## src/rtl/frame_dump_pkg.sv

```systemverilog
// Shared types for the frame dump trigger: FSM state encoding and frame counter width.
package frame_dump_pkg;

    localparam int unsigned FRAME_W = 32;

    typedef logic [FRAME_W-1:0] frame_cnt_t;

    typedef enum logic [1:0] {
        IDLE   = 2'd0,
        ARMED  = 2'd1,
        ACTIVE = 2'd2,
        DONE   = 2'd3
    } state_t;

endpackage

```

## src/rtl/frame_dump_edge.sv

```systemverilog
// Falling-edge detector with optional 2-flop synchronizer; the fall pulse is registered.
module frame_dump_edge #(
    parameter bit SYNC = 1'b1
) (
    input  logic clk,
    input  logic rst_n,
    input  logic din,
    output logic fall
);

    logic stage;
    logic hist;

    generate
        if (SYNC) begin : g_sync
            logic [1:0] sync;
            always_ff @(posedge clk or negedge rst_n) begin
                if (!rst_n) begin
                    sync <= 2'b00;
                end else begin
                    sync <= {sync[0], din};
                end
            end
            assign stage = sync[1];
        end else begin : g_direct
            assign stage = din;
        end
    endgenerate

    // History resets low so a line already low at reset release never reads as a fall.
    always_ff @(posedge clk or negedge rst_n) begin
        if (!rst_n) begin
            hist <= 1'b0;
            fall <= 1'b0;
        end else begin
            hist <= stage;
            fall <= hist & ~stage;
        end
    end

endmodule

```

## src/rtl/frame_dump_trigger.sv

```systemverilog
// Counts frames on VS falling edges and opens a FRAME_LEN-frame capture window at START_FRAME.
module frame_dump_trigger
    import frame_dump_pkg::*;
#(
    parameter int unsigned START_FRAME = 0,
    parameter int unsigned FRAME_LEN   = 0,
    parameter bit          WAIT_DL     = 1'b1
) (
    input  logic       clk,
    input  logic       rst_n,
    input  logic       vs,
    input  logic       downloading,
    output frame_cnt_t frame_cnt,
    output logic       armed,
    output logic       dump_on,
    output logic       dump_start,
    output logic       dump_stop
);

    localparam frame_cnt_t START_CNT = frame_cnt_t'(START_FRAME);
    localparam frame_cnt_t WIN_LAST  = frame_cnt_t'(FRAME_LEN - 1);
    localparam bit         LEN_INF   = (FRAME_LEN == 0);
    localparam state_t     RST_STATE = WAIT_DL ? IDLE : ARMED;

    logic       vs_fall;
    logic       dl_fall;
    logic       vs_ok;
    logic       dl_ok;
    state_t     state;
    state_t     state_next;
    frame_cnt_t win_cnt;
    frame_cnt_t win_next;
    frame_cnt_t cnt_next;
    logic       armed_next;
    logic       dump_on_next;
    logic       dump_start_next;
    logic       dump_stop_next;

    frame_dump_edge #(.SYNC(1'b1)) u_vs_edge (
        .clk   (clk),
        .rst_n (rst_n),
        .din   (vs),
        .fall  (vs_fall)
    );

    frame_dump_edge #(.SYNC(1'b0)) u_dl_edge (
        .clk   (clk),
        .rst_n (rst_n),
        .din   (downloading),
        .fall  (dl_fall)
    );

    // Frames are ignored while a download is running; a download end restarts everything.
    assign vs_ok = vs_fall & ~(WAIT_DL & downloading);
    assign dl_ok = dl_fall & WAIT_DL;

    always_ff @(posedge clk or negedge rst_n) begin
        if (!rst_n) begin
            state <= RST_STATE;
        end else begin
            state <= state_next;
        end
    end

    always_comb begin
        state_next = state;
        cnt_next   = frame_cnt;
        win_next   = win_cnt;
        if (dl_ok) begin
            state_next = ARMED;
            cnt_next   = '0;
            win_next   = '0;
        end else if (vs_ok) begin
            unique case (state)
                IDLE: ;
                ARMED: begin
                    cnt_next = frame_cnt + FRAME_W'(1);
                    if (frame_cnt == START_CNT) begin
                        state_next = ACTIVE;
                        win_next   = '0;
                    end
                end
                ACTIVE: begin
                    cnt_next = frame_cnt + FRAME_W'(1);
                    if (!LEN_INF && (win_cnt == WIN_LAST)) begin
                        state_next = DONE;
                    end else begin
                        win_next = win_cnt + FRAME_W'(1);
                    end
                end
                DONE: begin
                    cnt_next = frame_cnt + FRAME_W'(1);
                end
            endcase
        end
    end

    // Pulses come from the transition itself, so a restart out of ACTIVE never signals a stop.
    always_comb begin
        armed_next      = (state_next == ARMED);
        dump_on_next    = (state_next == ACTIVE);
        dump_start_next = (state == ARMED) && (state_next == ACTIVE);
        dump_stop_next  = (state == ACTIVE) && (state_next == DONE);
    end

    always_ff @(posedge clk or negedge rst_n) begin
        if (!rst_n) begin
            frame_cnt  <= '0;
            win_cnt    <= '0;
            armed      <= ~WAIT_DL;
            dump_on    <= 1'b0;
            dump_start <= 1'b0;
            dump_stop  <= 1'b0;
        end else begin
            frame_cnt  <= cnt_next;
            win_cnt    <= win_next;
            armed      <= armed_next;
            dump_on    <= dump_on_next;
            dump_start <= dump_start_next;
            dump_stop  <= dump_stop_next;
        end
    end

endmodule

```

## config.mk

```make
export PLATFORM = sky130hd
export DESIGN_NAME = frame_dump_trigger
export DESIGN_NICKNAME = d
export VERILOG_FILES = /design/src/rtl/frame_dump_pkg.sv /design/src/rtl/frame_dump_edge.sv /design/src/rtl/frame_dump_trigger.sv
export SDC_FILE = /design/constraint.sdc
export NUM_CORES = 1
export LEC_CHECK = 0
export BUFFER_PORTS_ARGS = -buffer_cell sky130_fd_sc_hd__buf_2
export CAP_MARGIN = 5
export CORE_UTILIZATION = 55
export DETAILED_ROUTE_END_ITERATION = 12
export GPL_ROUTABILITY_DRIVEN = 0
export PLACE_DENSITY = 0.83
export SETUP_SLACK_MARGIN = 0.1
export SLEW_MARGIN = 25
export SYNTH_ARGS = -nofsm -noshare
export SYNTH_HDL_FRONTEND = slang
export SYNTH_SLANG_ARGS = --single-unit
```

## constraint.sdc

```tcl
create_clock -name clk -period 2.5 [get_ports clk]
set_clock_uncertainty 0.05 [all_clocks]
set_input_delay 0 -clock clk [delete_from_list [all_inputs] [get_ports clk]]
set_output_delay 0 -clock clk [all_outputs]
set_load 0.02 [all_outputs]
```

== After elaboration in Yosys (flattened, before gate mapping) ==
Cells that the tools add are included.

* Register bits after elaboration: 44
* Bits of input ports: 4

* Add/sub/neg operators: 1
* Equality and inequality tests: 6
* Multiplexer cells: 7
* Bitwise logic cells: 5
* Reduce and logical (&&, ||, !) cells: 7

{| class="wikitable"
|+ Operators with widths
! operator !! count
|-
| $mux 32 || 3
|-
| $add 32x1->32 const B || 1
|-
| $logic_not 32->1 || 1
|-
| $eq 2x2->1 const B || 4
|-
| $mux 2 || 4
|-
| $eq 2x1->1 const B || 2
|-
| $reduce_bool 2->1 || 2
|-
| $and 1x1->1 || 3
|-
| $reduce_or 3->1 || 1
|-
| $logic_and 1x1->1 || 2
|-
| $not 1->1 || 2
|-
| $reduce_and 2->1 || 1
|}

== Logic depth before layout (Yosys ltp) ==
* Depth in word-level cells: 7
* Depth in mapped cells: 6
* Mapped depth without buffers: 6

== Hierarchy ==
From an unflattened synthesis, not the netlist that was laid out.

* Cell total of the unflattened synthesis: 219
* Area total of the unflattened synthesis: 2190.9 µm²

{| class="wikitable"
|+ Modules (own cells, without submodules)
! module !! times used !! cells each !! area each (µm²) !! seq. area each (µm²)
|-
| frame_dump_trigger || 1 || 211 || 2013.2 || 950.9
|-
| frame_dump_edge (u_vs_edge) || 1 || 5 || 113.9 || 100.1
|-
| frame_dump_edge (u_dl_edge) || 1 || 3 || 63.8 || 50.0
|}

== Least setup slack after synthesis ==
Ideal clock, no wire load.

* Path type: register to register
* Start: register frame_cnt[1]
* End: register frame_cnt[14]
* Arrival: 1.889 ns
* Slack: 0.483 ns
* Cell stages (with the launch flop): 7
* Path buffers: 1
* Period minus slack after synthesis: 2.017 ns
* Cell sequence: dfrtp_1 ha_1 nand3_1 or4_1 buf_2 or4_1 a21oi_1

* Cells in the longest elaborated chain, start to end: 4

{| class="wikitable"
|+ Ends and longest elaborated chain
! element !! line !! RTL
|-
| from (decl) || frame_dump_trigger.sv:13 || <nowiki>output frame_cnt_t frame_cnt,</nowiki>
|-
| from (signal assigned) || frame_dump_trigger.sv:115 || <nowiki>frame_cnt <= cnt_next;</nowiki>
|-
| $add 32x1->32 || frame_dump_trigger.sv:77, frame_dump_trigger.sv:84, frame_dump_trigger.sv:92 ||
|-
| $mux 32 || n/a ||
|-
| $mux 32 || frame_dump_trigger.sv:73 || <nowiki>end else if (vs_ok) begin</nowiki>
|-
| $mux 32 || frame_dump_trigger.sv:69 || <nowiki>if (dl_ok) begin</nowiki>
|}

No other way between the ends. The select of a mux whose other input is x is not followed.
A chain may end at the register's enable or synchronous reset.

== Final worst setup path ==
* Start: register frame_cnt[0]
* End: register dump_on

* Cells in the longest elaborated chain, start to end: 6

{| class="wikitable"
|+ Ends and longest elaborated chain
! element !! line !! RTL
|-
| $logic_not 32->1 || frame_dump_trigger.sv:78 || <nowiki>if (frame_cnt == START_CNT) begin</nowiki>
|-
| $mux 2 || frame_dump_trigger.sv:78 ||
|-
| $mux 2 || frame_dump_trigger.sv:74 || <nowiki>unique case (state)</nowiki>
|-
| $mux 2 || frame_dump_trigger.sv:73 ||
|-
| $mux 2 || frame_dump_trigger.sv:69 ||
|-
| $eq 2x2->1 || frame_dump_trigger.sv:101 || <nowiki>dump_on_next = (state_next == ACTIVE);</nowiki>
|-
| net dump_on_next || frame_dump_trigger.sv:35 || <nowiki>logic dump_on_next;</nowiki>
|-
| to (signal assigned) || frame_dump_trigger.sv:118 || <nowiki>dump_on <= dump_on_next;</nowiki>
|-
| to (decl) || frame_dump_trigger.sv:15 || <nowiki>output logic dump_on,</nowiki>
|}

The timed path passes the listed nets, and every way through them passes these cells.

==> flow_summary.toml <==
[layout]
num_antenna_cells = 0
area_delta_synth_final_pct = 14.7
stdcell_count = 329
fin_nets = 284
drive_gt1_share_pct = 24.7
design_area_um2 = 2680

[setup_path]
reg2reg_to = "dump_on"
cp-end-kind = "register"
slowest_delay_ns = 0.59
worst_r2r_path_depth = 6
cp_top_family = "simple AND/OR/NAND/NOR gates"
r2r-start = "frame_cnt[0]"
critPathArrivalTime_ns = 2.27
rrSetupSlack_ns = 0.37
path_cells = "inv_1, ha_1, nor4b_1, nand4_1, or4_4, o32ai_1"
crit_buf_inv = 1
critPathSlowestCell = "or4_4"
crit_path_start_kind = "register"
path_max_fanout = 5
cp.required_ns = 2.64
critPathKind = "reg -> reg"

[global_routing]
grt_pass1_wl_mm = 8.33
grt_util_met1_pct = 35.4
use_met2_pct = 36.5
grt_max_degree = 52
antenna_found_initial = 0
use_met3_pct = 5.07
grt.total_usage_pct = 24.5
first_global_vias = 1792
grt-busiest-layer = "met2"
overflow = 0

[power]
p_leak_uw = 0.00122
ir_drop_mv = 0.357
power.density_nw_per_um2 = 512
p_total_uw = 1370

[placed_design]
dp_slack_ns = 0.376
dpl.hpwl_mm = 3.37
place_inst = 318
place_area_um2 = 2550
io_buffer_count = 39

[floorplan]
io_pins = 40
initial_core_util_pct = 58.0
die_w_um = 67.2
fp.dieH_um = 67.2
die_area_um2 = 4510
num_rows = 23
coreArea_um2 = 4030

[clocking]
cts_tree = "done"
numCtsBuffers = 5
cts.htree.levels = 2
postCtsSetupRepairBufs = 0
cts_root_buf = "clkbuf_8"
clock_tree.buffer_depth = 2
cts_sinks = 44
clkTransAtPathRegs_ns = 0.08
clk_latency_ns = 0.30

[sta]
rsz0062_at_grt = "no"
tightest_slew_ns = 0.562
finalSetupTns_ns = 0
setup_viol = 0
period_share_pct = 85.2
max_freq_ghz = 0.470
maxSlewViolCount = 0
hold_violations = 0
slew_headroom_pct = 62.5
worst_slack_ns = 0.371
min_period_ns = 2.13

[synthesis]
synth_edf_count = 0
avgSynthCellArea_um2 = 9.77
synth.net_count = 245
syn_inst = 239
netlist_area_um2 = 2330
yosysMostFrequentCell = "dfrtp_1"
ys_seq_elements = 44
synth_common_cells = "44 x dfrtp_1, 19 x nor2_1, 18 x nor4_1, 16 x nand3_1, 15 x nor2b_1"
synthArstFlopShare_pct = 100
synth_seq_area_share_pct = 47.2
ys_types = 37
synth_top_area_cell = "dfrtp_1"
yosysWarningCount = 0
synth_ff_type = "dfrtp_1"
synth_area_leaders = "dfrtp_1 47%, mux2_2 6.3%, nor4_1 4.8%, nor2b_1 4.0%, or4_1 3.5%"
yosysTopAreaCellShare_pct = 47.2

[drt]
vias = 2019
viasPerCell = 6.14
drt_wl_total_mm = 5.02
drt_iter0_drc = 206
detail-route-antenna-nets = 0
drc = 0
first_pass_iters = 4
post_drt_wl_per_cell_um = 15.3

[run]
drv_cap = 0

[hold_path]
hp-class = "in -> async"

[run_status]
status = "complete, no violations"
-- worst max-delay path by stage --
stage / from / slack [ns] / to / cells after the start
after floorplan: frame_cnt[1] / 0.48 / frame_cnt[14] / 6
after global placement: frame_cnt[0] / 0.49 / armed / 6
after detailed placement: frame_cnt[0] / 0.38 / dump_on / 6
after CTS: frame_cnt[0] / 0.35 / dump_on / 6
after global routing: frame_cnt[0] / 0.23 / dump_on / 6
final: frame_cnt[0] / 0.37 / dump_on / 6
-- registers in the layout, indices dropped and copies added (netlist names) --
signal	cells
dump_stop	1
u_vs_edge.g_sync.sync	2
u_dl_edge.fall	1
frame_cnt	32
armed	1
u_vs_edge.fall	1
state	2
u_vs_edge.hist	1
dump_on	1
u_dl_edge.hist	1
dump_start	1
-- layout make-up --
type	count	area [µm²]
Multi-Input combinational cell	177	1160
Fill cell	341	1350
Inverter	6	22.5
Tap cell	50	62.6
Timing Repair Buffer	44	243
Clock buffer	8	90.1
Sequential cell	44	1100
-- worst register-to-register path: stages (launching register included) --
cell and delay [ns]:
dfrtp_1 0.43, inv_1 0.11, ha_1 0.17, nor4b_1 0.24, nand4_1 0.13, or4_4 0.59, o32ai_1 0.32
-- placed cells by master (no fill, tap or decap), types with 2 or more instances in the layout --
| master | count |
|---|---|
| o21ai_0 | 3 |
| dlygate4sd3_1 | 3 |
| buf_4 | 3 |
| or3_1 | 3 |
| or2_2 | 2 |
| nor4_1 | 18 |
| xnor2_1 | 5 |
| clkbuf_1 | 2 |
| mux2_2 | 13 |
| nor2b_1 | 15 |
| dfrtp_1 | 44 |
| buf_2 | 38 |
| nor4b_1 | 3 |
| and3_1 | 3 |
| nand2_1 | 12 |
| inv_1 | 6 |
| o31ai_1 | 9 |
| nor2_1 | 19 |
| or2b_1 | 2 |
| nand3_1 | 16 |
| and4_1 | 6 |
| ha_1 | 2 |
| a21oi_1 | 13 |
| clkbuf_8 | 6 |
| nand4_1 | 5 |
| nor3_1 | 4 |
| or4_1 | 11 |
-- routing by layer --
metal,vias to the layer above,wire length [µm]
li1,963,-
met1,992,2410
met2,56,2330
met3,8,207
met4,0,74
met5,-,0
-- timing repair --
| item | CTS | global route |
|---|---|---|
| hold endpoints to repair | 47 | 0 |
| hold buffers | 3 | 0 |
| gates resized for setup | 0 | 0 |
-- cells by family after synthesis --
family / count (synthesis) / share of synthesized area (%)
compound gates: 30 / 8.09
buf+inv: 18 / 3.22
simple gates: 125 / 31.8
flops: 44 / 47.2
xor+xnor: 6 / 2.25
other cells: 1 / 0.161
fa+ha+maj: 2 / 1.07
mux: 13 / 6.27
-- power breakdown --
group	leakage, µW	switching, µW	internal (µW)
Clock	0.0000455	236	226
Sequential	0.000591	23.0	735
Combinational	0.000582	95.6	55.6
-- metrics by stage --
step	utilization, %	hold slack [ns]
detailed placement	63.4	0.0598
global placement	63.4	0.0606
global route	66.5	0.242
CTS	66.4	0.290
finish	66.5	0.177
floorplan	-	-0.346
Power figures use the tool's default switching activity.
